## config.mk

```make
export PLATFORM = sky130hd
export DESIGN_NAME = stimulus_sweeper_flat
export DESIGN_NICKNAME = d
export VERILOG_FILES = /design/src/rtl/stimulus_sweeper_if.sv /design/src/rtl/stimulus_sweeper.sv /design/src/flat_wrapper.sv
export SDC_FILE = /design/constraint.sdc
export NUM_CORES = 1
export LEC_CHECK = 0
export ABC_AREA = 1
export ABC_CLOCK_PERIOD_IN_PS = 1050
export BUFFER_PORTS_ARGS = -buffer_cell sky130_fd_sc_hd__buf_2
export CAP_MARGIN = 20
export CORE_MARGIN = 1
export CORE_UTILIZATION = 45
export CTS_CLUSTER_DIAMETER = 80
export DETAILED_ROUTE_END_ITERATION = 8
export GPL_TIMING_DRIVEN = 0
export PLACE_DENSITY_LB_ADDON = 0.2
export SLEW_MARGIN = 25
export SYNTH_ARGS = -nofsm -noshare
export SYNTH_HDL_FRONTEND = slang
export SYNTH_SLANG_ARGS = --single-unit
```

## constraint.sdc

```tcl
create_clock -name clk -period 1.05 [get_ports clk]
set_input_delay 0.21 -clock clk [delete_from_list [all_inputs] [get_ports clk]]
set_output_delay 0.21 -clock clk [all_outputs]
set_load 0.02 [all_outputs]
```

## src/rtl/stimulus_sweeper_if.sv

```systemverilog
// Sweeper-side bundle: control, stimulus out, responses in,
// and the registered sweep summary.
interface stimulus_sweeper_if #(
  parameter int WIDTH = 2,
  parameter int NRESP = 2
);
  logic             start;
  logic             abort;
  logic [NRESP-1:0] resp_dut;
  logic [NRESP-1:0] resp_ref;
  logic [WIDTH-1:0] stim;
  logic             busy;
  logic             done;
  logic             pass;
  logic [WIDTH:0]   err_count;
  logic [WIDTH-1:0] first_fail_vec;
  logic             first_fail_vld;

  modport master (
    input  start, abort, resp_dut, resp_ref,
    output stim, busy, done, pass,
    output err_count, first_fail_vec, first_fail_vld
  );

  modport slave (
    output start, abort, resp_dut, resp_ref,
    input  stim, busy, done, pass,
    input  err_count, first_fail_vec, first_fail_vld
  );
endinterface

```

## src/rtl/stimulus_sweeper.sv

```systemverilog
// Sweeps stim over 0..2^WIDTH-1, holds each vector SETTLE+1 cycles,
// compares responses at the closing edge and reports a summary.
module stimulus_sweeper #(
  parameter int WIDTH  = 2,
  parameter int SETTLE = 1,
  parameter int NRESP  = 2
) (
  input logic                 clk,
  input logic                 rst_n,
  stimulus_sweeper_if.master  sw
);

  localparam int HW =
    (SETTLE > 0) ? $clog2(SETTLE + 1) : 1;
  localparam logic [HW-1:0] HOLD_MAX = HW'(SETTLE);
  localparam logic [WIDTH-1:0] LAST = '1;

  typedef enum logic [1:0] {
    IDLE,
    RUN,
    DONE
  } state_t;

  state_t state;
  state_t stateNxt;

  logic [HW-1:0]    holdCnt;
  logic [HW-1:0]    holdNxt;
  logic [WIDTH-1:0] stimQ;
  logic [WIDTH-1:0] stimNxt;
  logic [WIDTH-1:0] ffVec;
  logic [WIDTH-1:0] ffVecNxt;
  logic [WIDTH:0]   errCnt;
  logic [WIDTH:0]   errNxt;
  logic             busyQ;
  logic             busyNxt;
  logic             doneQ;
  logic             doneNxt;
  logic             passQ;
  logic             passNxt;
  logic             ffVld;
  logic             ffVldNxt;
  logic             sampleNow;
  logic             mismatch;

  assign sampleNow = (holdCnt == HOLD_MAX);
  assign mismatch  = (sw.resp_dut != sw.resp_ref);

  always_ff @(posedge clk or negedge rst_n) begin
    if (!rst_n) begin
      state   <= IDLE;
      holdCnt <= '0;
      stimQ   <= '0;
      ffVec   <= '0;
      errCnt  <= '0;
      busyQ   <= 1'b0;
      doneQ   <= 1'b0;
      passQ   <= 1'b0;
      ffVld   <= 1'b0;
    end else begin
      state   <= stateNxt;
      holdCnt <= holdNxt;
      stimQ   <= stimNxt;
      ffVec   <= ffVecNxt;
      errCnt  <= errNxt;
      busyQ   <= busyNxt;
      doneQ   <= doneNxt;
      passQ   <= passNxt;
      ffVld   <= ffVldNxt;
    end
  end

  always_comb begin
    stateNxt = state;
    holdNxt  = holdCnt;
    stimNxt  = stimQ;
    ffVecNxt = ffVec;
    errNxt   = errCnt;
    busyNxt  = busyQ;
    doneNxt  = doneQ;
    passNxt  = passQ;
    ffVldNxt = ffVld;
    unique case (state)
      IDLE, DONE: begin
        if (sw.start) begin
          stateNxt = RUN;
          holdNxt  = '0;
          stimNxt  = '0;
          ffVecNxt = '0;
          errNxt   = '0;
          busyNxt  = 1'b1;
          doneNxt  = 1'b0;
          passNxt  = 1'b0;
          ffVldNxt = 1'b0;
        end
      end
      RUN: begin
        if (sw.abort) begin
          // results so far are kept; the pending sample is dropped
          stateNxt = IDLE;
          holdNxt  = '0;
          stimNxt  = '0;
          busyNxt  = 1'b0;
          doneNxt  = 1'b0;
        end else if (!sampleNow) begin
          holdNxt = holdCnt + 1'b1;
        end else begin
          holdNxt = '0;
          if (mismatch) begin
            errNxt = errCnt + 1'b1;
            if (!ffVld) begin
              ffVecNxt = stimQ;
              ffVldNxt = 1'b1;
            end
          end
          if (stimQ == LAST) begin
            stateNxt = DONE;
            stimNxt  = '0;
            busyNxt  = 1'b0;
            doneNxt  = 1'b1;
            passNxt  = (errNxt == '0);
          end else begin
            stimNxt = stimQ + 1'b1;
          end
        end
      end
      default: begin
        stateNxt = IDLE;
      end
    endcase
  end

  assign sw.stim           = stimQ;
  assign sw.busy           = busyQ;
  assign sw.done           = doneQ;
  assign sw.pass           = passQ;
  assign sw.err_count      = errCnt;
  assign sw.first_fail_vec = ffVec;
  assign sw.first_fail_vld = ffVld;

endmodule

```

## src/flat_wrapper.sv

```systemverilog
// flat-port wrapper written by rule: the top's interface ports become plain ports
module stimulus_sweeper_flat 
#(
  parameter int WIDTH  = 2,
  parameter int SETTLE = 1,
  parameter int NRESP  = 2
)
  (clk, rst_n, sw_start, sw_abort, sw_resp_dut, sw_resp_ref, sw_stim, sw_busy, sw_done, sw_pass, sw_err_count, sw_first_fail_vec, sw_first_fail_vld);
  stimulus_sweeper_if #(.WIDTH(WIDTH), .NRESP(NRESP)) sw_i ();
  input logic clk;
  input logic rst_n;
  input wire logic [$bits(sw_i.start)-1:0] sw_start;
  input wire logic [$bits(sw_i.abort)-1:0] sw_abort;
  input wire logic [$bits(sw_i.resp_dut)-1:0] sw_resp_dut;
  input wire logic [$bits(sw_i.resp_ref)-1:0] sw_resp_ref;
  output wire logic [$bits(sw_i.stim)-1:0] sw_stim;
  output wire logic [$bits(sw_i.busy)-1:0] sw_busy;
  output wire logic [$bits(sw_i.done)-1:0] sw_done;
  output wire logic [$bits(sw_i.pass)-1:0] sw_pass;
  output wire logic [$bits(sw_i.err_count)-1:0] sw_err_count;
  output wire logic [$bits(sw_i.first_fail_vec)-1:0] sw_first_fail_vec;
  output wire logic [$bits(sw_i.first_fail_vld)-1:0] sw_first_fail_vld;
  assign sw_i.start = sw_start;
  assign sw_i.abort = sw_abort;
  assign sw_i.resp_dut = sw_resp_dut;
  assign sw_i.resp_ref = sw_resp_ref;
  assign sw_stim = sw_i.stim;
  assign sw_busy = sw_i.busy;
  assign sw_done = sw_i.done;
  assign sw_pass = sw_i.pass;
  assign sw_err_count = sw_i.err_count;
  assign sw_first_fail_vec = sw_i.first_fail_vec;
  assign sw_first_fail_vld = sw_i.first_fail_vld;
  stimulus_sweeper #(.WIDTH(WIDTH), .SETTLE(SETTLE), .NRESP(NRESP)) u_core (.clk(clk), .rst_n(rst_n), .sw(sw_i));
endmodule
```

# Word level (Yosys, flattened, before mapping)
# Index checks and enable logic that the tools add are counted.
# word_totals
output_inout_bits	11
wordCells	80
memories	0
input_bits	8
ramBits	0
latch_bits	0
reg_bits	14
mem_bits_ro	0
# classes
bitwise	0
muxes	44
addsub	3
div	0
mul	0
shift	0
order_cmp	0
n_eq_ne	12
n_reduce_logical	12
# op_table
operator	n
$mux 2	12
$mux 3	7
$mux 1	16
$pmux 2 s2	3
$pmux 1 s2	5
$reduce_and 5->1	2
$reduce_and 4->1	2
$ne 2x1->1 const B	3
$ne 2x2->1 const B	3
$ne 3x2->1 const B	2
$pmux 3 s2	1
$reduce_and 3->1	2
$reduce_and 6->1	1
$eq 2x2->1 const B	2
$add 3x1->3 const B	1
$logic_not 3->1	1
$add 2x1->2 const B	1
$eq 2x1->1 const B	1
$logic_not 2->1	1
$ne 2x2->1	1
$reduce_and 2->1	1
$reduce_bool 2->1	1
$reduce_or 2->1	1
$add 1x1->1 const B	1

# Depth between registers and ports, before layout
# depth
word_depth	10
mapped_depth	9

# Least setup slack after synthesis
# No wires, ideal clock.
# synth_path
kind	register to register
startpoint	register u_core.stimQ[0], in the netlist u_core.sw.stim[0]
endpoint	register u_core.state[1]
t_required_ns	0.930
setup_ns	0.120
slack_ns	-0.176
stages_incl_launch_ff	7
arrival_ns	1.106
path_cell_list	dfrtp_1 -> ha_1 -> nand2_1 -> nand2_1 -> o21ai_0 -> a21boi_0 -> inv_1
# synth_between
elab_chain_len	3
# synth_lines
element	line	rtl
start: declaration	stimulus_sweeper.sv:29	logic [WIDTH-1:0] stimQ;
start signal: assignment	stimulus_sweeper.sv:63	stimQ <= stimNxt;
$eq 2x2->1	stimulus_sweeper.sv:116	if (stimQ == LAST) begin
$ne 3x2->1 (no source line)	--	
$reduce_and 3->1 (no source line)	--	
end signal: assignment	stimulus_sweeper.sv:61	state <= stateNxt;
end: declaration	stimulus_sweeper.sv:24	state_t state;
# No other way between the ends.
# A chain may end at the register's enable or synchronous reset.

# Worst setup path after layout
# layout_path
startpoint	register u_core.state[0]
endpoint	register u_core.ffVec[0], in the netlist u_core.sw.first_fail_vec[0]
# layout_between
elab_chain_len	4
word_cells_on_any_way	12
classes_between	eq/ne (7); mux (1); reduce/logical (4)
# layout_lines
element	line	rtl
$eq 2x2->1 / $logic_not 2->1 (equally long branches)	stimulus_sweeper.sv:83	unique case (state)
$reduce_or 2->1	stimulus_sweeper.sv:83	
$ne 2x2->1 (no source line) / $reduce_bool 2->1 (equally long branches)	--	
$reduce_and 6->1 (no source line)	--	
end signal: assignment	stimulus_sweeper.sv:64	ffVec <= ffVecNxt;
end: declaration	stimulus_sweeper.sv:31	logic [WIDTH-1:0] ffVec;
# Parallel ways exist; a longest one is shown, timed or not.

==> results.txt <==
----------------------------------------------------
[Critical path]
  Cell chain of the critical path ... inv_2 -> nand2_4 -> nand2_4 -> nand2_4 -> nor2_4 -> nand3_2 -> nand2_1 -> o21ai_1
  Setup Crit Path Kind ... reg2reg
  Cells on worst reg2reg path ... 8
  Family of cells with the greatest summed delay on the critical path ... simple AND/OR/NAND/NOR gates
  Type of origin of the critical path ... register
  CP max stage delay ... 0.45 ns
  Max Fanout on Critical Path ... 4
  Master of the slowest instance on the critical path ... sky130_fd_sc_hd__dfrtp_2
  Cell count along the critical path ... 8
  Kind of end point of the critical path ... register
  CP most frequent cell ... sky130_fd_sc_hd__nand2_4
  Critical path data required time ... 1.23 ns
  Arrival time at the worst endpoint ... 1.44 ns
  Number of buffer and inverter instances along the worst setup path ... 1

[Cells and area]
  Final instance area ... 0.001219 mm^2
  Nets ... 149
  Cell Count, Final, Fillers Out ... 154
  Fraction of layout instances using a drive strength above 1 ... 54.35%
  Antenna diode count ... 0
  Area occupied by multi-input gates ... 447.9 um^2
  Storage element area ... 357.8 um^2
  Fill cell instance count of the final layout ... 101
  Syn-to-layout area delta ... 59.67%

[Die]
  Starting Density ... 49.51%
  Number of cell rows ... 14
  Area of the die ... 0.001865 mm^2
  CORE AREA ... 0.001541 mm^2
  Count of boundary I/O pins ... 19
  Chip Height ... 43.19 um
  Die W ... 43.19 um

[Timing]
  Actual slew at the worst max-slew pin ... 0.3200 ns
  Setup repair after global routing missed its margin ... yes
  Number of setup violations in the final report ... 18
  Worst slew margin relative to its limit ... 78.67%
  PnR worst setup slack ... -0.2064 ns
  Number of hold-slack violations in the final timing report ... 0
  Clock Skews ... 0.002212 ns
  Tmin final ... 1.256 ns
  Fin crit share ... 119.7%
  Worst hold margin ... 0.2485 ns
  Max Slew Vio Count ... 0
  Max Fclk ... 795.9 MHz

[Min path]
  Worst hold path cell count ... 4
  Classification of the worst-slack hold path ... in2reg

[Placed design]
  Pre-CTS setup slack ... -0.1584 ns
  Placed Instances ... 131
  Hpwl dp ... 1113 um
  Area of placed instances ... 903.4 um^2
  Weighted congestion at the end of routability-driven global placement ... 0.8309
  Number of input and output port buffers inserted ... 18

[Clock network]
  TritonCTS clock tree ... done
  CTS Root Buffer Type ... sky130_fd_sc_hd__clkbuf_4
  Clock transition time at the flip-flop clock pins of the worst setup and hold paths ... 0.09 ns
  Number of sinks on the clock net ... 14
  Depth of the CTS H-tree ... 1
  Number of buffers on the longest clock path ... 2
  TritonCTS Buffers ... 3
  Clock insertion delay at the later pin of the skew report ... 0.29 ns

[Global routing]
  First-pass GRT wire length ... 2656 um
  Antenna violations before repair ... 0
  GRT overflow ... 0
  Largest net degree at the start of global routing ... 15
  Global-route usage over all layers ... 19.24%
  Number of global-route vias before repair ... 642

[Route]
  Routed length per instance ... 13.10 um
  DR vias ... 783
  Sum of routed wire length over all layers ... 2018 um
  Initial detailed-routing violation count ... 8
  Antenna viol nets, final ... 0
  Vias/cell ... 5.084
  DR pass1 iterations ... 4
  DRC violation count after routing ... 0

[Flow run]
  Max-Cap Viols ... 0

[Logic synthesis]
  Post-Synthesis Net Count ... 107
  Sequential area share after synthesis ... 45.90%
  Biggest area consumer among synthesized cells ... sky130_fd_sc_hd__dfrtp_1
  Synth warnings ... 0
  Area contributors post-synth ... sky130_fd_sc_hd__dfrtp_1 46%, sky130_fd_sc_hd__nand2_1 13%, sky130_fd_sc_hd__inv_1 8.9%, sky130_fd_sc_hd__o21ai_0 7.2%, sky130_fd_sc_hd__o21ai_1 3.9%
  Flops & latches, synth ... 14
  Mean post-synth cell area ... 7.868 um^2
  Number of distinct standard cells referenced by the synthesized netlist ... 16
  Most frequent cells after synthesis ... 27 x sky130_fd_sc_hd__nand2_1, 18 x sky130_fd_sc_hd__inv_1, 14 x sky130_fd_sc_hd__dfrtp_1, 11 x sky130_fd_sc_hd__o21ai_0, 6 x sky130_fd_sc_hd__o21ai_1
  Post-Syn Instances ... 97
  Proportion of register bits with asynchronous set or reset after synthesis ... 100.0%
  Number of enable-type register cells in the synthesized netlist ... 0
  Most common cell in the synthesized netlist ... sky130_fd_sc_hd__nand2_1
  Primary FF master, synth ... sky130_fd_sc_hd__dfrtp_1
  Post-synth top area share ... 45.90%
  Total standard cell area after synthesis ... 763.2 um^2

[Run status]
  Outcome ... finished, violations left
  Failing checks ... negative setup slack

[Power and ir drop]
  Total power of the final layout ... 2.707 mW
  IR drop worst, VDD ... 1.381 mV
  Pleak ... 0.6286 nW
  Power density over cell area ... 2221 mW/mm^2

----------------------------------------------------
worst reg2reg max path, delay by kind of cell (launching register included):
kind                   cells  cell delay, ns
AO/OA/AOI/OAI              1            0.07
buffers and inverters      1            0.08
flip-flops                 1            0.45
AND/OR/NAND/NOR            6            0.54
routing by layer:
metal	GRT usage, %	vias up	part of all wire (%)
met5	0	-	0
met4	9.091	0	2.6
met3	4.255	5	4.2
met2	32.84	20	53
met1	22.55	370	40
li1	-	388	-
path summary, 6_finish.rpt:
check / startpoint / endpoint / slack, ns
setup / recovery: u_core.state[0] / u_core.sw.first_fail_vec[0] / -0.21
min in group asynchronous: rst_n / u_core.sw.done / 0.32
max in group asynchronous: rst_n / u_core.sw.stim[1] / 0.46
setup reg to reg: u_core.state[0] / u_core.sw.first_fail_vec[0] / -0.21
hold / removal: sw_abort / u_core.sw.done / 0.25
hold reg to reg: u_core.sw.first_fail_vec[1] / u_core.sw.first_fail_vec[1] / 0.51
flip-flops by register name, indices dropped and copies added, names as in the netlist:
name	cells
u_core.holdCnt	1
u_core.state	2
u_core.sw.busy	1
u_core.sw.done	1
u_core.sw.err_count	3
u_core.sw.first_fail_vec	2
u_core.sw.first_fail_vld	1
u_core.sw.pass	1
u_core.sw.stim	2
power breakdown:
part	switching (mW)	total (mW)	internal (mW)
Combinational	0.740	1.45	0.709
Sequential	0.158	0.853	0.695
Clock	0.193	0.404	0.212
stage by stage:
stage | setup TNS (ns) | utilization, %
after floorplan | -0.2285 | -
after global placement | -0.7138 | 58.60
after detailed placement | -1.002 | 58.60
after CTS | -1.004 | 69.24
after global routing | -2.903 | 79.06
final | -1.923 | 79.06
what timing repair did:
item / 4_1_cts / 5_1_grt
hold endpoints to repair: 14 / 0
hold buffers: 1 / 0
setup buffers: 7 / 11
gates resized for setup: 21 / 27
pin swaps: 1 / 6
setup endpoints to repair: 20 / 22
gates cloned: 0 / 0
layout by cell type, fill, tap and decap left out, types with 3 or more instances in the layout:
| cell type | n |
|---|---|
| sky130_fd_sc_hd__inv_2 | 5 |
| sky130_fd_sc_hd__buf_2 | 10 |
| sky130_fd_sc_hd__o21ai_1 | 9 |
| sky130_fd_sc_hd__dfrtp_2 | 6 |
| sky130_fd_sc_hd__buf_4 | 17 |
| sky130_fd_sc_hd__buf_6 | 9 |
| sky130_fd_sc_hd__nand3_1 | 3 |
| sky130_fd_sc_hd__inv_1 | 13 |
| sky130_fd_sc_hd__o21ai_2 | 5 |
| sky130_fd_sc_hd__o21ai_0 | 3 |
| sky130_fd_sc_hd__clkbuf_4 | 3 |
| sky130_fd_sc_hd__dfrtp_1 | 8 |
| sky130_fd_sc_hd__nand2_2 | 5 |
| sky130_fd_sc_hd__nand2_1 | 22 |
| sky130_fd_sc_hd__nand2_4 | 5 |
kinds of logic after synthesis:
family,Yosys count,share of synthesized area [%]
XOR/XNOR,1,1.148
AO/OA/AOI/OAI,20,13.44
AND/OR/NAND/NOR,42,27.38
flip-flops,14,45.90
buffers and inverters,18,8.852
adder cells (fa/ha/maj),2,3.278
area by class of cell:
| cell class | instances | share of cell area (%) |
|---|---|---|
| Inverter | 18 | 5.544 |
| Timing Repair Buffer | 37 | 23.72 |
| Clock buffer | 4 | 2.977 |
| Tap cell | 16 | 1.643 |
| Sequential cell | 14 | 29.36 |
| Multi-Input combinational cell | 65 | 36.76 |
(Power assumes the default switching activity.)
